## src/rtl/oc8051_cxrom_fetch_pkg.sv

```systemverilog
// Shared definitions for the oc8051 code-ROM fetch front end:
// bus widths, default parameters, FSM state encoding, prefetch entry payload
// and the sequential-address helper.
package oc8051_cxrom_fetch_pkg;

  localparam int unsigned ADDR_W        = 16;
  localparam int unsigned DATA_W        = 32;
  localparam int unsigned PF_STRIDE_DEF = 4;
  localparam int unsigned CNT_W_DEF     = 16;

  typedef enum logic [1:0] {
    S_IDLE = 2'd0,
    S_READ = 2'd1,
    S_RESP = 2'd2,
    S_PF   = 2'd3
  } fetch_state_e;

  // One prefetched ROM word together with the address it was read from
  typedef struct packed {
    logic [ADDR_W-1:0] addr;
    logic [DATA_W-1:0] data;
  } pf_entry_t;

  // Sequential successor address, wrapping modulo 2^ADDR_W
  function automatic logic [ADDR_W-1:0] next_addr(input logic [ADDR_W-1:0] a,
                                                  input int unsigned       stride);
    return ADDR_W'(a + ADDR_W'(stride));
  endfunction

endpackage

```

## src/rtl/oc8051_cxrom_pfbuf.sv

```systemverilog
// One-entry prefetch buffer.
// Ports:
//   clk, rst      - clock, synchronous active-low reset
//   load_i        - capture load_entry_i and mark valid (wins over inval_i)
//   inval_i       - clear the valid flag
//   load_entry_i  - address/data pair to store
//   cmp_addr_i    - address compared against the stored entry
//   hit_c         - combinational: entry valid and address matches
//   pf_data_o     - stored data word
module oc8051_cxrom_pfbuf
  import oc8051_cxrom_fetch_pkg::*;
(
  input  logic              clk,
  input  logic              rst,
  input  logic              load_i,
  input  logic              inval_i,
  input  pf_entry_t         load_entry_i,
  input  logic [ADDR_W-1:0] cmp_addr_i,
  output logic              hit_c,
  output logic [DATA_W-1:0] pf_data_o
);

  logic      pf_valid_q, pf_valid_d;
  pf_entry_t pf_entry_q, pf_entry_d;

  // Next-entry selection
  always_comb begin
    pf_valid_d = pf_valid_q;
    pf_entry_d = pf_entry_q;
    if (inval_i) begin
      pf_valid_d = 1'b0;
    end
    if (load_i) begin
      pf_valid_d = 1'b1;
      pf_entry_d = load_entry_i;
    end
  end

  always_ff @(posedge clk) begin
    if (!rst) begin
      pf_valid_q <= 1'b0;
      pf_entry_q <= '0;
    end else begin
      pf_valid_q <= pf_valid_d;
      pf_entry_q <= pf_entry_d;
    end
  end

  assign hit_c     = pf_valid_q && (pf_entry_q.addr == cmp_addr_i);
  assign pf_data_o = pf_entry_q.data;

endmodule

```

## src/rtl/oc8051_cxrom_fetch.sv

```systemverilog
// Registered instruction-fetch front end between the oc8051 instruction
// Wishbone port and a combinational code ROM, with a one-word sequential
// prefetch buffer and saturating hit/miss counters.
// Ports:
//   clk, rst              - clock, synchronous active-low reset
//   wbi_cyc_i/stb_i/adr_i - core fetch request
//   wbi_dat_o, wbi_ack_o  - fetched word and single-cycle acknowledge
//   cxrom_addr            - registered ROM address
//   cxrom_data_in         - ROM data for cxrom_addr (combinational ROM)
//   hit_cnt, miss_cnt     - saturating prefetch hit / miss counts
module oc8051_cxrom_fetch
  import oc8051_cxrom_fetch_pkg::*;
#(
  parameter int unsigned PF_STRIDE = PF_STRIDE_DEF,
  parameter int unsigned CNT_W     = CNT_W_DEF
) (
  input  logic              clk,
  input  logic              rst,
  input  logic              wbi_cyc_i,
  input  logic              wbi_stb_i,
  input  logic [ADDR_W-1:0] wbi_adr_i,
  output logic [DATA_W-1:0] wbi_dat_o,
  output logic              wbi_ack_o,
  output logic [ADDR_W-1:0] cxrom_addr,
  input  logic [DATA_W-1:0] cxrom_data_in,
  output logic [CNT_W-1:0]  hit_cnt,
  output logic [CNT_W-1:0]  miss_cnt
);

  fetch_state_e      state_q, state_d;
  logic              ack_q, ack_d;
  logic [DATA_W-1:0] dat_q, dat_d;
  logic [ADDR_W-1:0] cxrom_addr_q, cxrom_addr_d;
  logic [ADDR_W-1:0] req_addr_q, req_addr_d;
  logic [CNT_W-1:0]  hit_cnt_q, hit_cnt_d;
  logic [CNT_W-1:0]  miss_cnt_q, miss_cnt_d;

  logic              req_c;
  logic              pf_load_c;
  logic              pf_inval_c;
  logic              pf_hit_c;
  logic [DATA_W-1:0] pf_data;

  assign req_c = wbi_cyc_i & wbi_stb_i;

  oc8051_cxrom_pfbuf u_pfbuf (
    .clk          (clk),
    .rst          (rst),
    .load_i       (pf_load_c),
    .inval_i      (pf_inval_c),
    .load_entry_i ('{addr: cxrom_addr_q, data: cxrom_data_in}),
    .cmp_addr_i   (wbi_adr_i),
    .hit_c        (pf_hit_c),
    .pf_data_o    (pf_data)
  );

  // Next-state, datapath and counter updates
  always_comb begin
    state_d      = state_q;
    ack_d        = 1'b0;
    dat_d        = dat_q;
    cxrom_addr_d = cxrom_addr_q;
    req_addr_d   = req_addr_q;
    hit_cnt_d    = hit_cnt_q;
    miss_cnt_d   = miss_cnt_q;
    pf_load_c    = 1'b0;
    pf_inval_c   = 1'b0;

    case (state_q)
      S_IDLE: begin
        if (req_c) begin
          req_addr_d = wbi_adr_i;
          if (pf_hit_c) begin
            dat_d   = pf_data;
            ack_d   = 1'b1;
            state_d = S_RESP;
            if (!(&hit_cnt_q)) hit_cnt_d = hit_cnt_q + CNT_W'(1);
          end else begin
            cxrom_addr_d = wbi_adr_i;
            state_d      = S_READ;
            if (!(&miss_cnt_q)) miss_cnt_d = miss_cnt_q + CNT_W'(1);
          end
        end
      end
      S_READ: begin
        if (!wbi_cyc_i) begin
          // Abandoned fetch: nothing in the buffer may be trusted afterwards
          pf_inval_c = 1'b1;
          state_d    = S_IDLE;
        end else begin
          dat_d   = cxrom_data_in;
          ack_d   = 1'b1;
          state_d = S_RESP;
        end
      end
      S_RESP: begin
        pf_inval_c = 1'b1;
        if (!wbi_cyc_i) begin
          state_d = S_IDLE;
        end else begin
          cxrom_addr_d = next_addr(req_addr_q, PF_STRIDE);
          state_d      = S_PF;
        end
      end
      S_PF: begin
        pf_load_c = 1'b1;
        state_d   = S_IDLE;
      end
      default: state_d = S_IDLE;
    endcase
  end

  always_ff @(posedge clk) begin
    if (!rst) begin
      state_q      <= S_IDLE;
      ack_q        <= 1'b0;
      dat_q        <= '0;
      cxrom_addr_q <= '0;
      req_addr_q   <= '0;
      hit_cnt_q    <= '0;
      miss_cnt_q   <= '0;
    end else begin
      state_q      <= state_d;
      ack_q        <= ack_d;
      dat_q        <= dat_d;
      cxrom_addr_q <= cxrom_addr_d;
      req_addr_q   <= req_addr_d;
      hit_cnt_q    <= hit_cnt_d;
      miss_cnt_q   <= miss_cnt_d;
    end
  end

  // Registered ack, masked so that a dropped cycle or an asserted reset
  // during the response cycle never produces an acknowledge
  assign wbi_ack_o  = ack_q & wbi_cyc_i & rst;
  assign wbi_dat_o  = dat_q;
  assign cxrom_addr = cxrom_addr_q;
  assign hit_cnt    = hit_cnt_q;
  assign miss_cnt   = miss_cnt_q;

endmodule

```

## config.mk

```make
export PLATFORM = sky130hd
export DESIGN_NAME = oc8051_cxrom_fetch
export DESIGN_NICKNAME = d
export VERILOG_FILES = /design/src/rtl/oc8051_cxrom_fetch_pkg.sv /design/src/rtl/oc8051_cxrom_pfbuf.sv /design/src/rtl/oc8051_cxrom_fetch.sv
export SDC_FILE = /design/constraint.sdc
export NUM_CORES = 1
export LEC_CHECK = 0
export CAP_MARGIN = 20
export CORE_UTILIZATION = 57
export DETAILED_ROUTE_END_ITERATION = 6
export GPL_TIMING_DRIVEN = 0
export PLACE_DENSITY = 0.85
export SYNTH_ARGS = -nofsm -noshare
export SYNTH_HDL_FRONTEND = slang
export SYNTH_HIERARCHICAL = 1
export SYNTH_SLANG_ARGS = --single-unit
```

## constraint.sdc

```tcl
create_clock -name clk -period 6.7 [get_ports clk]
set_input_delay 1.34 -clock clk [delete_from_list [all_inputs] [get_ports clk]]
set_output_delay 1.34 -clock clk [all_outputs]
set_load 0.03 [all_outputs]
```

Word level (Yosys, flattened, before mapping)
Index checks and enable logic that the tools add are counted.
Word-level totals
  register bits after elaboration: 148
  word-level logic and storage cells: 62
Operators by class
  muxes and demuxes: 22
  equality and inequality tests: 9
  bitwise gates (word level): 6
  $add $sub $neg: 3
  reductions and logical operators: 12
Operators with widths (number)
  2-to-1 mux 32 bit: 3
  case mux 32 bit (2 select lines): 1
  2-to-1 mux 16 bit: 3
  adder 16 x 1 -> 16 bit (second input constant): 2
  case mux 16 bit (2 select lines): 1
  AND reduction 16 bit: 2
  adder 16 x 3 -> 16 bit (second input constant): 1
  == test 16 bit: 1
  AND reduction 4 bit: 4
  != test 2 bit (second input constant): 5
  2-to-1 mux 2 bit: 4
  case mux 2 bit (4 select lines): 1
  2-to-1 mux 1 bit: 7
  nonzero test 2 bit: 3
  == test 2 bit (second input constant): 2
  case mux 1 bit (2 select lines): 2
  bitwise AND 1 bit: 3
  inverter 1 bit: 3
  == test 2 x 1 -> 1 bit (second input constant): 1
  logical NOT 2 bit: 1
  AND reduction 2 bit: 1
  logical AND 1 bit: 1

Logic depth before layout (Yosys ltp)
Gate-level depths: netlist of the first run.
  word-level depth: 5
  mapped depth: 10

By module
Netlist of the first run, hierarchy kept.
Modules (own cells, without submodules)
  oc8051_cxrom_fetch: area an instance 4799.6 um^2, cells an instance 540, times used 1
  oc8051_cxrom_pfbuf: area an instance 2254.7 um^2, cells an instance 212, times used 1

Worst setup path before layout of the first run
OpenSTA, ideal clock, no wires.
  kind: input-to-reg
  start point: input wbi_adr_i[14]
  end point: register hit_cnt_q[15], in the netlist hit_cnt[15]
  path buffers: 0
  arrival time: 3.248 ns
  path slack: 3.324 ns
  cell stages on the path: 9
  cells stage by stage: xor2_1 nor4_1 nand4_1 nor4_2 nand4_4 nor4_4 nand4b_1 xor2_1 nor2_1
On the way
  longest elaborated chain between the ends: 3
RTL lines
  start, declared: RTL line oc8051_cxrom_fetch.sv:21  | input logic [ADDR_W-1:0] wbi_adr_i,
  == test 16 bit: RTL line oc8051_cxrom_pfbuf.sv:49  | assign hit_c = pf_valid_q && (pf_entry_q.addr == cmp_addr_i);
  logical AND 1 bit: RTL line oc8051_cxrom_pfbuf.sv:49
  net pf_hit_c: RTL line oc8051_cxrom_fetch.sv:41  | logic pf_hit_c;
  AND reduction 4 bit (no source line)
  end signal, assigned: RTL line oc8051_cxrom_fetch.sv:128  | hit_cnt_q <= hit_cnt_d;
  end, declared: RTL line oc8051_cxrom_fetch.sv:35  | logic [CNT_W-1:0] hit_cnt_q, hit_cnt_d;
The timed path passes the listed nets, and every way through them passes these cells.
A chain may end at the register's enable or synchronous reset.

Worst setup path in the final report of the first run
  start point: input rst
  end point: output wbi_ack_o
On the way
  longest elaborated chain between the ends: 1
RTL lines
  start, declared: RTL line oc8051_cxrom_fetch.sv:18  | input logic rst,
  bitwise AND 1 bit: RTL line oc8051_cxrom_fetch.sv:135  | assign wbi_ack_o = ack_q & wbi_cyc_i & rst;
  end, declared: RTL line oc8051_cxrom_fetch.sv:23  | output logic wbi_ack_o,
Every way passes these cells.

==> results of run 1 <==
[cell usage in the layout, fill, tap and decap left out, types with 4 or more instances in the layout]
cell	n
sky130_fd_sc_hd__dfxtp_1	148
sky130_fd_sc_hd__clkdlybuf4s50_1	131
sky130_fd_sc_hd__mux2i_1	88
sky130_fd_sc_hd__nor2_1	65
sky130_fd_sc_hd__nand2_1	61
sky130_fd_sc_hd__nor2b_1	50
sky130_fd_sc_hd__a211oi_1	38
sky130_fd_sc_hd__a21oi_1	36
sky130_fd_sc_hd__buf_4	35
sky130_fd_sc_hd__xnor2_1	34
sky130_fd_sc_hd__clkbuf_1	25
sky130_fd_sc_hd__nand3_1	25
sky130_fd_sc_hd__clkbuf_16	17
sky130_fd_sc_hd__xor2_1	16
sky130_fd_sc_hd__buf_2	13
sky130_fd_sc_hd__nand4_1	13
sky130_fd_sc_hd__o21ai_0	10
sky130_fd_sc_hd__buf_1	8
sky130_fd_sc_hd__inv_1	7
sky130_fd_sc_hd__and3_1	7
sky130_fd_sc_hd__ha_1	7
sky130_fd_sc_hd__nor3_1	5
sky130_fd_sc_hd__nor4_1	4
sky130_fd_sc_hd__and4_1	4
sky130_fd_sc_hd__nor3b_1	4
sky130_fd_sc_hd__clkinv_2	4
[through the flow]
| step | worst slack [ns] | cells | area (sq um) | utilization |
|---|---|---|---|---|
| after global routing | 1.86 | 1082 | 9110 | 0.756 |
| final | 1.95 | 1082 | 9110 | 0.756 |
| after CTS | 1.95 | 1082 | 9110 | 0.756 |
| after detailed placement | 1.94 | 1051 | 8580 | 0.711 |
| after floorplan | 3.32 | 752 | 7050 | - |
| after global placement | 1.94 | 1051 | 8580 | 0.711 |
[logic make-up (layout without fill, tap and decap cells)]
family / Yosys count / in the layout
mux: 88 / 88
flops: 148 / 148
compound gates: 109 / 109
simple gates: 265 / 265
buf+inv: 85 / 247
fa+ha+maj: 7 / 7
xor+xnor: 50 / 50
[sequential cells by signal, summed over array words and instances, names as in the netlist, 2 cells and up]
name                count
wbi_dat_o              32
u_pfbuf/pf_entry_q     16
cxrom_addr             16
hit_cnt                16
miss_cnt               16
u_pfbuf/pf_data_o      32
state_q                 2
req_addr_q             16
[critical path, stage by stage]
cell	delay, ns
sky130_fd_sc_hd__clkdlybuf4s50_1	0.70
sky130_fd_sc_hd__clkbuf_1	0.44
sky130_fd_sc_hd__and3_1	0.24
sky130_fd_sc_hd__clkdlybuf4s50_1	0.69
[final cells by class]
| type | count | area share |
|---|---|---|
| Buffer | 77 | 0.0496 |
| Clock buffer | 26 | 0.0537 |
| Clock inverter | 5 | 0.00549 |
| Inverter | 8 | 0.00329 |
| Multi-Input combinational cell | 519 | 0.396 |
| Sequential cell | 148 | 0.325 |
| Tap cell | 168 | 0.0231 |
| Timing Repair Buffer | 131 | 0.144 |
[report_power, final]
part,internal [mW],leakage [nW],switching [mW]
clock,0.535,0.268,0.341
combinational,0.0791,1.61,0.0939
sequential,0.895,1.20,0.0137
[worst paths after layout]
path                                                          start  slack, ns                     endpoint  cells after the start
worst max-delay path                                            rst       1.95                    wbi_ack_o                      4
worst min-delay path                     req_addr_q[0]$_SDFFE_PN0P_       0.46   req_addr_q[0]$_SDFFE_PN0P_                      2
worst max register to register  u_pfbuf/pf_entry_q[46]$_SDFFE_PN0P_       3.64  cxrom_addr[12]$_SDFFE_PN0P_                      9
worst min register to register           req_addr_q[0]$_SDFFE_PN0P_       0.46   req_addr_q[0]$_SDFFE_PN0P_                      2
[routing by layer]
| metal | routed length (um) | GRT usage | vias to the layer above |
|---|---|---|---|
| li1 | - | - | 2891 |
| met1 | 7430 | 0.337 | 2820 |
| met2 | 8440 | 0.468 | 239 |
| met3 | 1300 | 0.0782 | 49 |
| met4 | 478 | 0.130 | 2 |
| met5 | 13 | 0 | - |
==> results by group, run 1 <==
Floorplan
  – Number of placed I/O pins: 133
  – Die boundary height: 113 um
  – Die Area: 12800 sq um
  – Starting density of the core: 0.585
  – Total number of placement rows: 40
  – Core Area: 12100 sq um
  – Die width: 113 um

Cells and area
  – Antenna Diode Count: 0
  – Register area: 2960 sq um
  – Final-layout fill cell count: 856
  – Area grow syn2layout: 29.2%
  – Total number of nets in the final design: 961
  – Multi-input combinational cell area: 3610 sq um
  – Fraction of final layout cells with drive strength greater than 1: 0.105

Run status
  – Status: completed

Yosys
  – Basic-gate share of the synthesized area counting and, or, nand and nor cells: 0.208
  – Main combinational cell family by area after synthesis: simple AND/OR/NAND/NOR gates
  – Mux contribution to synthesized area: 0.125
  – Fraction of synthesized cell area taken by the top area cell type: 0.420
  – XOR/XNOR share of the synthesized area: 0.0621
  – Netlist area before placement: 7050 sq um
  – Net count of the mapped netlist: 811
  – Adder-cell share of the synthesized area: 0.0124
  – EDFF count, synth: 0
  – Distinct cell type count after synthesis: 60
  – Most frequent cell after synthesis: sky130_fd_sc_hd__dfxtp_1
  – Fraction of registers with async set or reset after synthesis: 0
  – Commonest cells post-synth: sky130_fd_sc_hd__dfxtp_1, sky130_fd_sc_hd__mux2i_1, sky130_fd_sc_hd__nor2_1
  – Primary FF master, synth: sky130_fd_sc_hd__dfxtp_1
  – Number of warnings printed during yosys synthesis: 6
  – Post-synth top area cell: sky130_fd_sc_hd__dfxtp_1
  – Synthesized-area fraction occupied by ao, oa, aoi and oai cells: 0.105
  – Average size of a mapped cell: 9.38 sq um
  – Cell count after synthesis: 752
  – Area contributors post-synth: sky130_fd_sc_hd__dfxtp_1, sky130_fd_sc_hd__mux2i_1, sky130_fd_sc_hd__nor2b_1
  – Share of the yosys chip area belonging to registers: 0.420
  – Synthesis-stage register bit count: 148

Clock tree
  – Post-CTS repair timing setup buffer count: 0
  – Clk buf depth: 2
  – Sinks on the clock net: 148
  – Worst skew pair latency: 0.42 ns
  – Clock Pin Slew Worst Setup and Hold Paths: 0.06 ns
  – Number of cells upsized or downsized after cts: 0
  – Number of buffers inserted by hold repair at cts: 0
  – CTS H-Tree Depth: 4
  – Root Buffer: sky130_fd_sc_hd__clkbuf_16
  – TritonCTS clock tree: yes
  – Number of clock buffers inserted by TritonCTS: 17

Critical path
  – Launching element type of the critical path: input pin
  – Maximum fanout along the worst path: 10
  – Data arrival at the endpoint of the critical path: 3.41 ns
  – Data required time of the critical path: 5.36 ns
  – Worst setup EP type: output pin
  – Critical path class: input pin to output pin

Placed design
  – Half-perimeter wire length of the detailed placement result: 12700 um
  – Global placer's final weighted congestion: 0.895
  – Number of buffer cells added on primary ports: 131

Power and ir drop
  – Power per standard cell area: 215 nW/um^2
  – Total Power Consumption: 1.96 mW
  – Largest vdd supply drop: 0.000151 V
  – Leakage power: 3.07 nW

STA
  – Achievable clock frequency: 0.211 GHz
  – Final-layout worst hold slack: 0.464 ns
  – Unrepaired setup endpoints after global routing: false
  – Share of the cycle needed by the critical path after routing: 0.709
  – Setup Viol. Count Final: 0
  – Hold Violations, Final: 0
  – Slew at the pin closest to its max-slew limit: 0.749 ns
  – Fin Clk Skew: 0.00907 ns
  – Tmin final: 4.75 ns
  – TNS Setup: 0 ns
  – Number of pins exceeding their max-slew limit in the final report: 0
  – Worst slew margin relative to its limit: 0.501

Global routing
  – Number of global-route vias before repair: 5845
  – Antenna violations before repair: 1
  – Maximum number of pins on one net before global-route repair: 17
  – Total global routing track utilization: 0.281
  – Global-route wire length before repair: 28500 um
  – Leftover overflow at the end of global routing: 0

Detailed routing
  – Residual DRC count: 0
  – First-pass iteration count of the detailed router: 6
  – DRC marker count from the first detailed-route iteration: 394
  – ANT nets after route: 0
  – Wire length per cell after detailed routing: 16.3 um
  – Number of vias per cell: 5.55
  – Post-Route WL: 17700 um
  – Total via count in the routed design: 6001

Run
  – Max-cap violation count: 0

Worst hold path
  – Worst Hold Class: register to register
(Power assumes the default switching activity.)
==> run 2: changes to the inputs <==
Settings changed: CORE_UTILIZATION 57 to 52, PLACE_DENSITY 0.85 to 0.79.
Clock period 6.7 ns to 4.4 ns, I/O delays scaled along.
==> results by group, run 2 (synthesis gave the netlist of run 1 again) <==
Clock tree
  – Root Buffer: sky130_fd_sc_hd__clkbuf_16
  – TritonCTS clock tree: yes
  – Clk buf depth: 2
  – Clock Pin Slew Worst Setup and Hold Paths: 0.06 ns
  – CTS H-Tree Depth: 4
  – Number of cells upsized or downsized after cts: 0
  – Number of buffers inserted by hold repair at cts: 0
  – Post-CTS repair timing setup buffer count: 0
  – Sinks on the clock net: 148
  – Number of clock buffers inserted by TritonCTS: 17
  – Worst skew pair latency: 0.42 ns

Power and ir drop
  – Net switching power: 0.693 mW
  – Power per standard cell area: 328 nW/um^2
  – Combinational share of power: 0.088
  – Fraction of power consumed by the clock network: 0.451
  – Int Power: 2.31 mW
  – Flop pwr share: 0.461
  – Largest vdd supply drop: 0.000246 V
  – Switching power as a share of total power: 0.231
  – Leakage power: 3.08 nW
  – Total Power Consumption: 3.00 mW

Floorplan
  – Total number of placement rows: 42
  – Starting density of the core: 0.533
  – Die Area: 14000 sq um
  – Die boundary height: 118 um
  – Number of placed I/O pins: 133
  – Die width: 118 um
  – Core Area: 13200 sq um

Detailed routing
  – Total via count in the routed design: 5951
  – First-pass iteration count of the detailed router: 5
  – Post-Route WL: 18000 um
  – Number of vias per cell: 5.45
  – DRC marker count from the first detailed-route iteration: 313
  – Wire length per cell after detailed routing: 16.5 um
  – Residual DRC count: 0
  – ANT nets after route: 0

Critical path
  – Maximum fanout along the worst path: 10
  – Worst reg2reg endpoint: cxrom_addr[12]$_SDFFE_PN0P_
  – Launching element type of the critical path: input pin
  – Startpoint of the worst register-to-register path: u_pfbuf/pf_entry_q[46]$_SDFFE_PN0P_
  – Data required time of the critical path: 3.52 ns
  – Worst path slowest cell: sky130_fd_sc_hd__clkdlybuf4s50_1
  – Most frequent CP cell: sky130_fd_sc_hd__clkdlybuf4s50_1
  – Cell type group with the largest total delay on the critical path: buffers and inverters
  – Worst Reg-to-Reg Cells: 9
  – Flop-to-flop setup slack: 1.28 ns
  – Number of buffers and inverters on the critical path: 3
  – Delay of the slowest critical-path stage: 0.79 ns
  – Worst setup EP type: output pin
  – Data arrival at the endpoint of the critical path: 3.10 ns
  – Critical path class: input pin to output pin
  – Sequence of cells on the critical path: clkdlybuf4s50_1, clkbuf_1, and3_1, clkdlybuf4s50_1

Cells and area
  – Area grow syn2layout: 29.6%
  – Final instance count without filler cells: 1091
  – Antenna Diode Count: 0
  – Leading cell type in the layout, fill and taps excluded: sky130_fd_sc_hd__dfxtp_1
  – Fraction of the core area covered by cells at the end of the flow: 0.690
  – Final Instance Area: 9140 sq um
  – Fraction of final layout cells with drive strength greater than 1: 0.107
  – Total number of nets in the final design: 961
  – Most frequent cells in the layout: sky130_fd_sc_hd__dfxtp_1, sky130_fd_sc_hd__clkdlybuf4s50_1, sky130_fd_sc_hd__mux2i_1

STA
  – Slew at the pin closest to its max-slew limit: 0.758 ns
  – TNS Setup: 0 ns
  – Unrepaired setup endpoints after global routing: false
  – Achievable clock frequency: 0.251 GHz
  – Hold Violations, Final: 0
  – Number of pins exceeding their max-slew limit in the final report: 0
  – Fin Clk Skew: 0.00601 ns
  – Setup Viol. Count Final: 0
  – Worst slew margin relative to its limit: 0.495
  – Share of the cycle needed by the critical path after routing: 0.905
  – Final-layout worst hold slack: 0.466 ns
  – Setup WS post-layout: 0.420 ns
  – Tmin final: 3.98 ns

Placed design
  – Global placer's final weighted congestion: 0.893
  – Half-perimeter wire length of the detailed placement result: 12900 um
  – Number of buffer cells added on primary ports: 131
  – Setup slack after placement: 0.295 ns
  – Post-Place Cells: 1059
  – Dpl cell area: 8590 sq um

Worst hold path
  – Worst Hold Class: register to register
  – Worst min-delay path endpoint: req_addr_q[1]$_SDFFE_PN0P_
  – WHS Path Cells: 2
  – Worst min-delay path startpoint: req_addr_q[1]$_SDFFE_PN0P_

Global routing
  – Leftover overflow at the end of global routing: 0
  – Number of global-route vias before repair: 5998
  – Maximum number of pins on one net before global-route repair: 17
  – Global-route wire length before repair: 29100 um
  – Total global routing track utilization: 0.261
  – Antenna violations before repair: 0

Run
  – Max-cap violation count: 0

Run status
  – Status: completed
## run 2: cell type report
cell class                 count  area, sq um
fill                        1064         4100
timing repair buffer         131         1310
sequential                   148         2960
buffer                        77          452
clock inverter                 3         15.0
clock buffer                  29          541
multi-input combinational    519         3610
inverter                       8         30.0
tap                          176          220
## run 2: worst max path at each step
stage                        startpoint                     endpoint  slack, ns  cells past startpoint
after detailed placement  wbi_adr_i[14]  cxrom_addr[12]$_SDFFE_PN0P_       0.29                     10
after global placement    wbi_adr_i[14]  cxrom_addr[12]$_SDFFE_PN0P_       0.32                     10
after CTS                           rst                    wbi_ack_o       0.40                      4
final                               rst                    wbi_ack_o       0.42                      4
after floorplan           wbi_adr_i[14]     hit_cnt[15]$_SDFFE_PN0P_       1.48                      9
after global routing                rst                    wbi_ack_o       0.31                      4
## run 2: worst min-delay path, stage by stage, from the launching register on
cell and delay [ns]:
sky130_fd_sc_hd__dfxtp_1 0.31, sky130_fd_sc_hd__nand2_1 0.05, sky130_fd_sc_hd__a21oi_1 0.05
## run 2: power groups by stage
| stage | clock network, mW | logic, mW | registers [mW] |
|---|---|---|---|
| after floorplan | 0 | 0.115 | 1.43 |
| after global placement | 0 | 0.256 | 1.41 |
| after detailed placement | 0 | 0.262 | 1.41 |
| after CTS | 1.37 | 0.264 | 1.38 |
| after global routing | 1.42 | 0.283 | 1.39 |
| final | 1.35 | 0.264 | 1.38 |
## run 2: routing by layer
| metal | wire length (um) | vias up | GRT usage | share of wire |
|---|---|---|---|---|
| met5 | 0 | - | 0 | 0 |
| met4 | 238 | 0 | 0.0854 | 0.013 |
| met3 | 1210 | 22 | 0.0874 | 0.068 |
| met2 | 8890 | 177 | 0.454 | 0.50 |
| met1 | 7610 | 2858 | 0.298 | 0.42 |
| li1 | - | 2894 | - | - |
